File: config.mk
export PLATFORM = sky130hd
export DESIGN_NAME = reg_rename_file
export DESIGN_NICKNAME = d
export VERILOG_FILES = /design/src/rtl/reg_rename_file.sv
export SDC_FILE = /design/constraint.sdc
export NUM_CORES = 2
export LEC_CHECK = 0
export BUFFER_PORTS_ARGS = -buffer_cell sky130_fd_sc_hd__buf_2
export CORE_AREA = 2 2 337 339
export CTS_CLUSTER_DIAMETER = 60
export DETAILED_ROUTE_END_ITERATION = 10
export DIE_AREA = 0 0 339 341
export PLACE_DENSITY = 0.82
export SLEW_MARGIN = 0
export SYNTH_ARGS = -nofsm -noshare
export SYNTH_HDL_FRONTEND = slang
export SYNTH_SLANG_ARGS = --single-unit
File: constraint.sdc
create_clock -name clk -period 40.4 [get_ports clk]
set_input_delay 4.04 -clock clk [delete_from_list [all_inputs] [get_ports clk]]
set_output_delay 4.04 -clock clk [all_outputs]
set_load 0.005 [all_outputs]
File: src/rtl/reg_rename_file.sv
// Architectural register file with rename tags. The dispatcher reads sources
// as value-or-tag and renames destinations. The ROB commits results here and
// clears every tag on a mispredict flush. Values survive a flush; tags do not.

// One source read port. A source resolves to (value, NON_DEP) when it has no
// pending producer, or when its producer is committing this very cycle.
module reg_rename_rd_port #(
  parameter int                REG_W    = 5,
  parameter int                DATA_W   = 32,
  parameter int                ROB_ID_W = 5,
  parameter logic [ROB_ID_W-1:0] NON_DEP = 5'd16
) (
  input  logic [REG_W-1:0]    rs,
  input  logic [DATA_W-1:0]   val_s,
  input  logic [ROB_ID_W-1:0] tag_s,
  input  logic                cm_en,
  input  logic [REG_W-1:0]    cm_rd,
  input  logic [DATA_W-1:0]   cm_v,
  input  logic [ROB_ID_W-1:0] cm_q,
  output logic [DATA_W-1:0]   v,
  output logic [ROB_ID_W-1:0] q
);

  // Priority: x0, no pending producer, commit bypass, pending tag
  always_comb begin
    v = val_s;
    q = tag_s;
    if (rs == '0) begin
      v = '0;
      q = NON_DEP;
    end else if (tag_s == NON_DEP) begin
      q = NON_DEP;
    end else if (cm_en && cm_rd == rs && cm_q == tag_s) begin
      v = cm_v;
      q = NON_DEP;
    end
  end

endmodule

module reg_rename_file #(
  parameter int                  REG_NUM  = 32,
  parameter int                  REG_W    = 5,
  parameter int                  DATA_W   = 32,
  parameter int                  ROB_ID_W = 5,
  parameter logic [ROB_ID_W-1:0] NON_DEP  = 5'd16
) (
  input  logic                clk,
  input  logic                rst,
  input  logic                rdy,
  input  logic                enable_from_rob,
  input  logic [REG_W-1:0]    rd_from_rob,
  input  logic [DATA_W-1:0]   V_from_rob,
  input  logic [ROB_ID_W-1:0] Q_from_rob,
  input  logic                mispredict,
  input  logic                rename_en_from_dsp,
  input  logic [REG_W-1:0]    rename_rd_from_dsp,
  input  logic [ROB_ID_W-1:0] rename_id_from_dsp,
  input  logic [REG_W-1:0]    rs1_from_dsp,
  input  logic [REG_W-1:0]    rs2_from_dsp,
  output logic [DATA_W-1:0]   Vj_to_dsp,
  output logic [DATA_W-1:0]   Vk_to_dsp,
  output logic [ROB_ID_W-1:0] Qj_to_dsp,
  output logic [ROB_ID_W-1:0] Qk_to_dsp
);

  localparam int NUM_RD = 2;

  logic [REG_NUM-1:0][DATA_W-1:0]   val;
  logic [REG_NUM-1:0][ROB_ID_W-1:0] tag;

  logic commit_ok;
  logic rename_ok;

  // x0 is hardwired: never written, never tagged
  assign commit_ok = enable_from_rob && (rd_from_rob != '0);
  assign rename_ok = rename_en_from_dsp && (rename_rd_from_dsp != '0);

  // Storage update. Flush ignores rdy and drops any rename, but a commit in
  // the flush cycle (link register of a JAL/JALR) still lands its value.
  // Rename is written last so it overrides a same-register commit tag clear.
  always_ff @(posedge clk or posedge rst) begin
    if (rst) begin
      for (int i = 0; i < REG_NUM; i++) begin
        val[i] <= '0;
        tag[i] <= NON_DEP;
      end
    end else if (mispredict) begin
      for (int i = 0; i < REG_NUM; i++) tag[i] <= NON_DEP;
      if (commit_ok) val[rd_from_rob] <= V_from_rob;
    end else if (rdy) begin
      if (commit_ok) begin
        val[rd_from_rob] <= V_from_rob;
        // only clear when the committing entry is still the newest producer
        if (tag[rd_from_rob] == Q_from_rob) tag[rd_from_rob] <= NON_DEP;
      end
      if (rename_ok) tag[rename_rd_from_dsp] <= rename_id_from_dsp;
    end
  end

  logic [NUM_RD-1:0][REG_W-1:0]    rs;
  logic [NUM_RD-1:0][DATA_W-1:0]   rv;
  logic [NUM_RD-1:0][ROB_ID_W-1:0] rq;

  assign rs = {rs2_from_dsp, rs1_from_dsp};

  // Read ports see pre-edge state; a same-cycle rename never reaches them
  for (genvar p = 0; p < NUM_RD; p++) begin : g_rd
    reg_rename_rd_port #(
      .REG_W(REG_W), .DATA_W(DATA_W), .ROB_ID_W(ROB_ID_W), .NON_DEP(NON_DEP)
    ) u_port (
      .rs    (rs[p]),
      .val_s (val[rs[p]]),
      .tag_s (tag[rs[p]]),
      .cm_en (enable_from_rob),
      .cm_rd (rd_from_rob),
      .cm_v  (V_from_rob),
      .cm_q  (Q_from_rob),
      .v     (rv[p]),
      .q     (rq[p])
    );
  end

  assign Vj_to_dsp = rv[0];
  assign Qj_to_dsp = rq[0];
  assign Vk_to_dsp = rv[1];
  assign Qk_to_dsp = rq[1];

endmodule

Word level (Yosys, flattened, before mapping)

Index checks and enable logic that the tools add are counted.

Flip-flop bits (word level): 1184
Bits in latches: 0
RAM bits: 0
Memory bits (read-only): 0
Output and inout bits: 74
Logic and storage cells: 133
Memories: 0

Add/sub/neg operators: 0
Multipliers: 0
Divide/modulo/power cells: 0
$lt $le $gt $ge: 6
Eq/ne operators: 7
Shift-type cells: 0
Multiplexer cells: 40
Bitwise operators: 3
Reductions and logical operators: 13

Operators by type and width:

| cell               | number |
|---|---|
| $mux 1024          | 3 |
| $mux 160           | 7 |
| $bwmux 1024        | 1 |
| $bmux 32 s5        | 2 |
| $mux 32            | 9 |
| $bwmux 160         | 1 |
| $demux 32 s5       | 1 |
| $and 128x128->128  | 1 |
| $not 128->128      | 1 |
| $bmux 5 s5         | 3 |
| $mux 5             | 11 |
| $demux 5 s5        | 2 |
| $or 32x32->32      | 1 |
| $eq 5x5->1         | 5 |
| $lt 5x6->1 const B | 4 |
| $eq 5x5->1 const B | 2 |
| $ge 5x1->1 const B | 2 |
| $logic_not 5->1    | 2 |
| $reduce_bool 5->1  | 2 |
| $logic_and 1x1->1  | 8 |
| $reduce_bool 2->1  | 1 |

Depth between registers and ports, before layout

Word-level depth: 14
Depth in mapped cells: 13

Modules after synthesis

A second synthesis with hierarchy kept.

Cells, all modules: 4689
Area total of the unflattened synthesis: 67687.4 µm²

By module, submodules not included:

| module             | instances | cells an instance | area an instance (µm²) |
|---|---|---|---|
| reg_rename_file    | 1         | 4407              | 66145.9 |
| reg_rename_rd_port | 2         | 141               | 770.7 |

Worst setup path before layout

OpenSTA, ideal clock, no wires.

Kind: input to output
From: in rs1_from_dsp[0]
To: out Vj_to_dsp[30]
Arrival: 6757 ps
Setup slack: 29603 ps
Stages on the path: 11
Path buffers: 6
Path through: buf_6 > buf_6 > buf_6 > buf_2 > clkbuf_1 > buf_2 > mux4_2 > mux4_2 > mux2i_1 > nor2_1 > mux2_1

Word-level cells in the longest chain between the ends: 7
Elaborated cells between the ends (all ways): 13
Those cells by class: 3 x eq/ne; 7 x mux; 3 x reduce/logical

RTL lines:

| item                         | line | source |
|---|---|---|
| start, declared              | 59   | `input logic [REG_W-1:0] rs1_from_dsp,` |
| $bmux 5 s5                   | 114  | `.tag_s (tag[rs[p]]),` |
| $mux 5 (implied by the code) | 114  |  |
| $eq 5x5->1                   | 33   | `end else if (cm_en && cm_rd == rs && cm_q == tag_s) begin` |
| $logic_and 1x1->1            | 33   |  |
| $mux 32                      | 33   |  |
| $mux 32                      | 31   | `end else if (tag_s == NON_DEP) begin` |
| $mux 32 *                    | 28   | `if (rs == '0) begin` |
| end, declared                | 61   | `output logic [DATA_W-1:0] Vj_to_dsp,` |

Mark *: on every way between the ends. The rest lies on a longest branch, timed or not. The select of a mux whose other input is x is not followed.

Final worst setup path

From: in rs2_from_dsp[0]
To: out Vk_to_dsp[0]

Word-level cells in the longest chain between the ends: 7
Elaborated cells between the ends (all ways): 13
Those cells by class: 3 x eq/ne; 7 x mux; 3 x reduce/logical

RTL lines:

| item                         | line | source |
|---|---|---|
| start, declared              | 60   | `input logic [REG_W-1:0] rs2_from_dsp,` |
| $bmux 5 s5                   | 114  |  |
| $mux 5 (implied by the code) | 114  |  |
| $eq 5x5->1                   | 33   |  |
| $logic_and 1x1->1            | 33   |  |
| $mux 32                      | 33   |  |
| $mux 32                      | 31   |  |
| $mux 32 *                    | 28   |  |
| end, declared                | 62   | `output logic [DATA_W-1:0] Vk_to_dsp,` |

Marks and branches as above.

==> flow_summary.toml <==
[synth]
async_flop_share_pct = 100
synth.avg_cell_area_um2 = 14.8
syn_nets = 4571
synth-edff-count = 0
syn_area_mm2 = 0.0667
synth_top_area_share_pct = 43.2
ys_types = 62
yosysSeqAreaShare_pct = 44.5
synthCells = 4503
yosys_register_bits = 1184
yosysTopAreaCell = "dfrtp_1"
yosys_warnings = 0
yosys-top-cells-area = "dfrtp_1, mux4_2, mux2_2, mux2i_1, clkbuf_1"
synth_flop_cell = "dfrtp_1"

[timing]
fin_crit_sh_pct = 32.9
worst_slack_ps = 27090
min_period_ps = 13310
slew_violations = 0
worst_pin_slew_ps = 1290
slew_headroom_pct = 14.1
final-hold-violation-count = 0
fin_skew_ps = 41.3
setup_violations = 0
rsz0062_at_grt = "false"
max_freq_mhz = 75.1
timing.setup.tns_ps = 0

[detailed_routing]
num_vias = 43716
totalWireLength_mm = 193
routedWlPerCell_um = 32.4
first_pass_iters = 6
drt-initial-drc-count = 5037
drc = 0
drtAntennaViolNets = 0
vias_per_cell = 7.34

[final_layout]
fillers = 7658
layout-drive-gt1-share_pct = 49.9
final_cell_mix = "dfrtp_1, mux2_2, mux4_2, mux2i_1, inv_1"
final_common_cell = "dfrtp_1"
multiInputGateArea_mm2 = 0.0346
postLayoutCoreUtil_pct = 64.8
nets = 4421
regArea_mm2 = 0.0297
stdcell_count = 5955
area.growth.synth_to_final_pct = 8.75

[power_and_ir_drop]
p_per_area_mw_per_mm2 = 45.9
p_leak_nw = 30.7
ir_drop_uv = 39.1

[clocking]
cts_tree = "yes"
clockRootBuffer = "clkbuf_16"
clk_latency_ps = 750
numCtsBuffers = 130
htreeDepth = 4
clock_sinks = 1184
ctsHoldBuffers = 0
clk_pin_slew_worst_paths_ps = 60
cts_buffer_depth = 3
ctsResizeCount = 0
cts_setup_buffers = 0

[global_route]
first_global_vias = 45456
grt_max_degree = 184
grt_overflow = 0
grt.total_usage_pct = 33.8
grt_pass1_wl_mm = 291
antenna_found_initial = 5

[critical_path]
reg2reg_depth = 9
r2r_start = "tag[140]"
slowest_delay_ps = 870
reg2reg_to = "tag[6]"
crit_slowest_cell = "buf_4"
worst_ep_arrival_time_ps = 9270
required_ps = 36360
critical_path.startpoint_type = "input port"
worstSetupEndpointType = "primary output"
crit_fanout = 71
r2r_slack_ps = 36930
crit_buf_inv = 4
critPathTopFamily = "buffers and inverters"
crit_type = "input port to primary output"
crit_cells = 10
crit_chain = "buf_8 -> buf_4 -> mux4_2 -> mux4_2 -> mux2i_1 -> o21ai_0 -> a211oi_4 -> buf_4 -> mux2i_1 -> buf_2"

[placement]
io_buffers = 141
pre_cts_ws_ps = 27250
place_congestion = 0.962
placedCellCount = 5721
dp_hpwl_mm = 107

[floorplan]
rows = 123
die_h_um = 341
initial_utilization_pct = 59.6
die_w_um = 339
num_io_pins = 142
design.core.area_mm2 = 0.112
die-area_mm2 = 0.116

[min_path]
hold_depth = 0
hold_start = "val[13]"
hold_path_class = "flop to flop"
min_to = "val[13]"

[job]
cap_violations = 0

[status]
outcome = "finished clean"
state kept, by name, indices dropped and copies added (netlist names):
| register | flops |
|---|---|
| tag | 160 |
| val | 1024 |
area by class of cell:
type | instances | area share [%]
diodes | 4 | 0.0138
clock buffers | 199 | 5.45
clock inverters | 31 | 0.556
inverters | 146 | 0.766
multi-input cells | 2668 | 47.7
flip-flops and latches | 1184 | 40.9
well taps | 1500 | 2.59
repair buffers | 223 | 2.01
power by group:
group          total, W  switching, W  internal [W]  leakage [nW]
combinational  0.000625      0.000254      0.000371          13.1
clock           0.00121      0.000500      0.000709          2.14
sequential      0.00149      0.000130       0.00136          15.5
total           0.00333      0.000884       0.00244          30.7
synth_stat cells (43+ instances only):
cell / n
mux2i_1: 181
mux2_2: 1004
nor2_1: 67
a22oi_1: 46
nand2b_1: 43
o32ai_1: 124
dfrtp_1: 1152
buf_2: 99
nand3_1: 77
mux4_2: 717
nand2_1: 88
inv_1: 146
clkbuf_1: 360
metrics by stage:
step	total power, W	hold slack [ps]	instance area [um2]
4_1_cts	0.00333	396	72500
5_1_grt	0.00344	403	72500
2_1_floorplan	0.00196	441	66700
6_report	0.00333	395	72500
3_5_place_dp	0.00212	384	68200
3_3_place_gp	0.00209	376	68200
worst max-delay path by stage:
stage	to	slack, ps	startpoint
3_3_place_gp	Vk_to_dsp[0]	27240	rs2_from_dsp[1]
6_report	Vk_to_dsp[0]	27090	rs2_from_dsp[0]
2_1_floorplan	tag[0]	3060	rst
5_1_grt	Vk_to_dsp[0]	26820	rs2_from_dsp[1]
3_5_place_dp	Vk_to_dsp[0]	27250	rs2_from_dsp[0]
4_1_cts	Vk_to_dsp[0]	27230	rs2_from_dsp[0]
cells by family after synthesis:
| family | synth area share, % |
|---|---|
| AND/OR/NAND/NOR | 3.17 |
| XOR/XNOR | 0.210 |
| AO/OA/AOI/OAI | 4.18 |
| multiplexers | 43.9 |
| buffers and inverters | 4.05 |
| flip-flops | 44.5 |
routing by layer:
metal / vias up / global-route usage [%] / part of all wire, %
li1: 17218 / - / -
met1: 23073 / 43.4 / 36
met2: 2721 / 52.7 / 47
met3: 704 / 9.94 / 11
met4: 0 / 17.9 / 5.8
met5: - / 0 / 0
Power figures use the tool's default switching activity.
